==> src/rtl/aftab_aau_pkg.sv <==
// Shared definitions for the AAU multiply sequencer: RISC-V M-extension
// multiply opcodes and the sequencer state encoding.
`timescale 1ns/1ps
package aftab_aau_pkg;

    localparam int AAU_LEN = 32;

    localparam logic [1:0] MUL_OP    = 2'b00;
    localparam logic [1:0] MULH_OP   = 2'b01;
    localparam logic [1:0] MULHSU_OP = 2'b10;
    localparam logic [1:0] MULHU_OP  = 2'b11;

    typedef enum logic [1:0] {
        IDLE  = 2'b00,
        START = 2'b01,
        WAIT  = 2'b10,
        DONE  = 2'b11
    } mulState_t;

    // Every multiply flavour except MUL returns the upper product word.
    function automatic logic isHighOp(input logic [1:0] op);
        return (op != MUL_OP);
    endfunction

endpackage

==> src/rtl/aftab_mul_operand_extender.sv <==
// Widens both operands to len+1 bits so the signed Booth multiplier can
// handle signed, mixed and unsigned flavours with one datapath.
`timescale 1ns/1ps
module aftab_mul_operand_extender
    import aftab_aau_pkg::*;
#(
    parameter int len = AAU_LEN
) (
    input  logic [1:0]     mulOp,
    input  logic [len-1:0] A,
    input  logic [len-1:0] B,
    output logic [len:0]   M,
    output logic [len:0]   Mr,
    output logic           selHigh
);

    logic w_signA;
    logic w_signB;

    // MULHSU treats only rs1 as signed; MULHU treats neither as signed.
    assign w_signA = (mulOp != MULHU_OP);
    assign w_signB = (mulOp == MUL_OP) || (mulOp == MULH_OP);

    assign M       = {w_signA & A[len-1], A};
    assign Mr      = {w_signB & B[len-1], B};
    assign selHigh = isHighOp(mulOp);

endmodule

==> src/rtl/aftab_aau_mul_sequencer.sv <==
// Sequences one M-extension multiply through the AAU Booth multiplier:
// latch and extend operands, pulse start, await done, select the result word.
`timescale 1ns/1ps
module aftab_aau_mul_sequencer
    import aftab_aau_pkg::*;
#(
    parameter int len = AAU_LEN
) (
    input  logic               clk,
    input  logic               rst,
    input  logic               startMul,
    input  logic [1:0]         mulOp,
    input  logic [len-1:0]     operandA,
    input  logic [len-1:0]     operandB,
    output logic               busy,
    output logic               mulDoneOut,
    output logic [len-1:0]     result,
    output logic [len:0]       boothM,
    output logic [len:0]       boothMr,
    output logic               boothStart,
    input  logic               boothDone,
    input  logic [2*len+1:0]   boothP
);

    mulState_t      r_state;
    logic [1:0]     r_mulOp;
    logic [len-1:0] r_operandA;
    logic [len-1:0] r_operandB;
    logic [len-1:0] r_result;
    logic           r_busy;
    logic           r_mulDoneOut;
    logic           r_boothStart;

    logic           w_selHigh;
    logic [len-1:0] w_productWord;
    logic           w_unusedProductTop;

    aftab_mul_operand_extender #(
        .len     (len)
    ) u_extender (
        .mulOp   (r_mulOp),
        .A       (r_operandA),
        .B       (r_operandB),
        .M       (boothM),
        .Mr      (boothMr),
        .selHigh (w_selHigh)
    );

    // The two sign-extension bits of the 66-bit product never carry result data.
    assign w_unusedProductTop = ^boothP[2*len+1:2*len];
    assign w_productWord      = w_selHigh ? boothP[2*len-1:len] : boothP[len-1:0];

    always_ff @(posedge clk) begin
        if (rst) begin
            r_state      <= IDLE;
            r_mulOp      <= '0;
            r_operandA   <= '0;
            r_operandB   <= '0;
            r_result     <= '0;
            r_busy       <= 1'b0;
            r_mulDoneOut <= 1'b0;
            r_boothStart <= 1'b0;
        end else begin
            case (r_state)
                IDLE: begin
                    r_mulDoneOut <= 1'b0;
                    if (startMul) begin
                        r_mulOp      <= mulOp;
                        r_operandA   <= operandA;
                        r_operandB   <= operandB;
                        r_boothStart <= 1'b1;
                        r_busy       <= 1'b1;
                        r_state      <= START;
                    end
                end
                START: begin
                    r_boothStart <= 1'b0;
                    r_state      <= WAIT;
                end
                WAIT: begin
                    if (boothDone) begin
                        r_result     <= w_productWord;
                        r_mulDoneOut <= 1'b1;
                        r_busy       <= 1'b0;
                        r_state      <= DONE;
                    end
                end
                DONE: begin
                    // A request arriving in the completion cycle starts the next multiply directly.
                    r_mulDoneOut <= 1'b0;
                    if (startMul) begin
                        r_mulOp      <= mulOp;
                        r_operandA   <= operandA;
                        r_operandB   <= operandB;
                        r_boothStart <= 1'b1;
                        r_busy       <= 1'b1;
                        r_state      <= START;
                    end else begin
                        r_state      <= IDLE;
                    end
                end
                default: begin
                    r_state <= IDLE;
                end
            endcase
        end
    end

    assign busy       = r_busy;
    assign mulDoneOut = r_mulDoneOut;
    assign boothStart = r_boothStart;
    assign result     = r_result;

endmodule
==> config.mk <==
export PLATFORM = sky130hd
export DESIGN_NAME = aftab_aau_mul_sequencer
export DESIGN_NICKNAME = d
export VERILOG_FILES = /design/src/rtl/aftab_aau_pkg.sv /design/src/rtl/aftab_mul_operand_extender.sv /design/src/rtl/aftab_aau_mul_sequencer.sv
export SDC_FILE = /design/constraint.sdc
export NUM_CORES = 1
export LEC_CHECK = 0
export ABC_AREA = 1
export BUFFER_PORTS_ARGS = -buffer_cell sky130_fd_sc_hd__buf_2
export CAP_MARGIN = 20
export CORE_MARGIN = 4
export CORE_UTILIZATION = 44
export CTS_CLUSTER_SIZE = 10
export DETAILED_ROUTE_END_ITERATION = 12
export PLACE_DENSITY = 0.79
export SLEW_MARGIN = 10
export SYNTH_ARGS = -nofsm -noshare
export SYNTH_HDL_FRONTEND = slang
export SYNTH_SLANG_ARGS = --single-unit
==> constraint.sdc <==
create_clock -name clk -period 1.95 [get_ports clk]
set_input_delay 0.195 -clock clk [delete_from_list [all_inputs] [get_ports clk]]
set_output_delay 0.195 -clock clk [all_outputs]
set_load 0.005 [all_outputs]
==> summary.md <==
| Metric | Value |
|---|---|
| Max Cap Viol | `0` |
| CTS tree | `yes` |
| R2R Setup Slk | `between 0.2 and 0.3 ns` |
| Critical path class | `reg2reg` |
| WL final | `~12000 µm` |
| Full die area | `roughly 11000 µm²` |
| RSZ-0062 raised after global routing | `no` |
| Max VDD drop | `0.679 mV` |
| Netlist Area Pre-Place | `about 4300 µm²` |
| Final period util | `around 85%` |
| Clock tree sinks | `103` |
| Storage cell area | `2060 µm²` |
| P_leak | `between 3 and 4 nW` |
| Final nets | `approximately 960` |
| Share of post-route cells with drive strength above 1 | `34.6%` |
| Post-synth cell types | `19` |
| Post-CTS Hold Fix Bufs | `0` |
| Initial core utilization | `45.7%` |
| Detail Route Antenna Nets | `0` |
| Post-Syn Instances | `604` |
| Root Buffer | `clkbuf_8` |
| Clock skew | `roughly 0.017 ns` |
| Status | `complete, no violations` |
| Worst slew pin tran | `0.540 ns` |
| Worst Path Required | `2.23 ns` |
| Final Max Tran Viols | `0` |
| FMAX | `roughly 600 MHz` |
| Skew-Pair Late Insertion Delay | `roughly 0.36 ns` |
| CTS H-tree depth | `3` |
| CTS Buf Count | `9` |
| Avg WL per Cell | `around 12 µm` |
| Crit-path max FO | `67` |
| Syn-to-layout area delta | `33.0%` |
| DR vias/cell | `about 4.5` |
| Post-CTS setup buffer count | `0` |
| Max_slew headroom | `64.0%` |
| Register area share after synthesis | `48.1%` |
| Drt first pass iters | `4` |
| Min Hold Slack | `0.0479 ns` |
| Largest net degree at the start of global routing | `69` |
| HPWL after DPL | `8260 µm` |
| I/O Buffers | `between 200 and 250` |
| First-pass GRT wire length | `18300 µm` |
| CTS clk-pin slew, worst paths | `0.11 ns` |
| Commonest non-fill, non-tap cell in the layout | `buf_2` |
| Fill cell total of the finished layout | `912` |
| DRC | `0` |
| Vias in the first global route | `approximately 3800` |
| HP Class | `in2reg` |
| Setup TNS | `0 ns` |
| Gpl congestion | `around 0.80` |
| Core footprint | `9370 µm²` |
| Core Rows | `35` |
| Post_cts resized | `0` |
| Worst EP arrival | `approximately 1.9 ns` |
| Drt first-iter violations | `273` |
| Synth warn | `0` |
| Footprint of the multi-input gates | `~1800 µm²` |
| CP Launch Type | `flop` |
| Die W | `107 µm` |
| IO Pins | `about 240` |
| Yosys reg bits | `103` |
| Fin crit period | `1.66 ns` |
| Ant diodes | `0` |
| Bufs on Longest Clock Path | `2` |
| Aggregate global-route resource usage | `roughly 20%` |
| Most frequent cells in the layout | `buf_2 (234), nor2_1 (178), nand2_1 (108)` |
| PwrDens | `1310 nW/µm²` |
| Fin. Hold Viols | `0` |
| GRT overflow | `0` |
| Die Ht | `107 µm` |
| Syn Nets | `745` |
| Initial antenna violation count | `0` |
| Vias | `4289` |
| Worst Setup End Kind | `flop` |
| # setup viols final | `0` |
| Avg Inst Size Synth | `between 7 and 8 µm²` |
[logic make-up (layout without fill, tap and decap cells)]
family / Yosys count / in the layout / synth area share [%]
DFF: 103 / 103 / 48.1
AOI/OAI and AO/OA: 74 / 74 / 8.85
adders and majority gates: 5 / 5 / 1.46
buffers and inverters: 80 / 299 / 9.08
and+or+nand+nor: 342 / 342 / 32.5
[worst max-delay path, stage by stage, from the launching register on]
cell	delay [ns]
dfxtp_1	0.40
inv_1	0.11
ha_1	0.38
nor2_4	0.17
buf_12	0.25
o21ai_0	0.12
nor2_1	0.12
[flip-flops by register name (all words and copies together), names as in the netlist]
name,count
r_operandA,32
r_operandB,32
busy,1
r_state,2
result,32
mulDoneOut,1
boothStart,1
r_mulOp,2
[Yosys cell counts]
cell type  number  area [µm²]
o21ai_0        55         275
a21oi_2         1        8.76
a211oi_1        1        7.51
buf_4           6        45.0
ha_1            5        62.6
o21ai_1        12        60.1
inv_1          37         139
nor2_1        178         668
a21oi_1         4        20.0
buf_2          17        85.1
clkbuf_1        9        33.8
nor2_2         20         125
nor2_4          2        22.5
nand3_1        34         170
dfxtp_1       103        2060
inv_2           5        18.8
a21boi_0        1        7.51
nand2_1       108         405
buf_6           6        67.6
[where the power goes]
part,switching (mW),internal (mW)
combinational,1.78,1.19
clock,0.748,0.648
sequential,0.311,2.76
total,2.84,4.60
[final timing paths]
check	from	end	cells past startpoint
min reg2reg	busy$_SDFFE_PP0P_	busy$_SDFFE_PP0P_	2
max	r_state[0]$_SDFFE_PP0P_	r_operandB[8]$_SDFFE_PP0P_	6
max reg2reg	r_state[0]$_SDFFE_PP0P_	r_operandB[8]$_SDFFE_PP0P_	6
min	operandA[27]	r_operandA[27]$_SDFFE_PP0P_	3
[through the flow]
| step | std cells | setup WS (ns) | cell area (µm²) | utilization (%) | total power, mW |
|---|---|---|---|---|---|
| floorplan | 604 | 0.441 | 4280 | - | 5.01 |
| global placement | 936 | 0.312 | 5490 | 58.6 | 6.05 |
| detailed placement | 936 | 0.303 | 5490 | 58.6 | 6.11 |
| CTS | 952 | 0.266 | 5700 | 60.8 | 7.54 |
| global route | 952 | 0.129 | 5700 | 60.8 | 8.11 |
| finish | 952 | 0.288 | 5700 | 60.8 | 7.44 |
[final cells by class]
| type | count | share of cell area (%) |
|---|---|---|
| sequential | 103 | 36.2 |
| multi-input combinational | 421 | 32.2 |
| timing repair buffer | 241 | 22.4 |
| tap | 129 | 2.83 |
| inverter | 42 | 2.77 |
| clock buffer | 10 | 2.42 |
| clock inverter | 6 | 1.27 |
[routing by layer]
layer,share of wire (%),global-route usage (%),vias up,routed length (µm)
met5,0,0,-,0
met1,43,25.0,1848,4930
li1,-,-,2283,-
met4,1.8,6.03,0,210
met2,48,31.8,140,5570
met3,7.5,5.42,18,871
No activity file was read; power rests on OpenSTA's default activity.
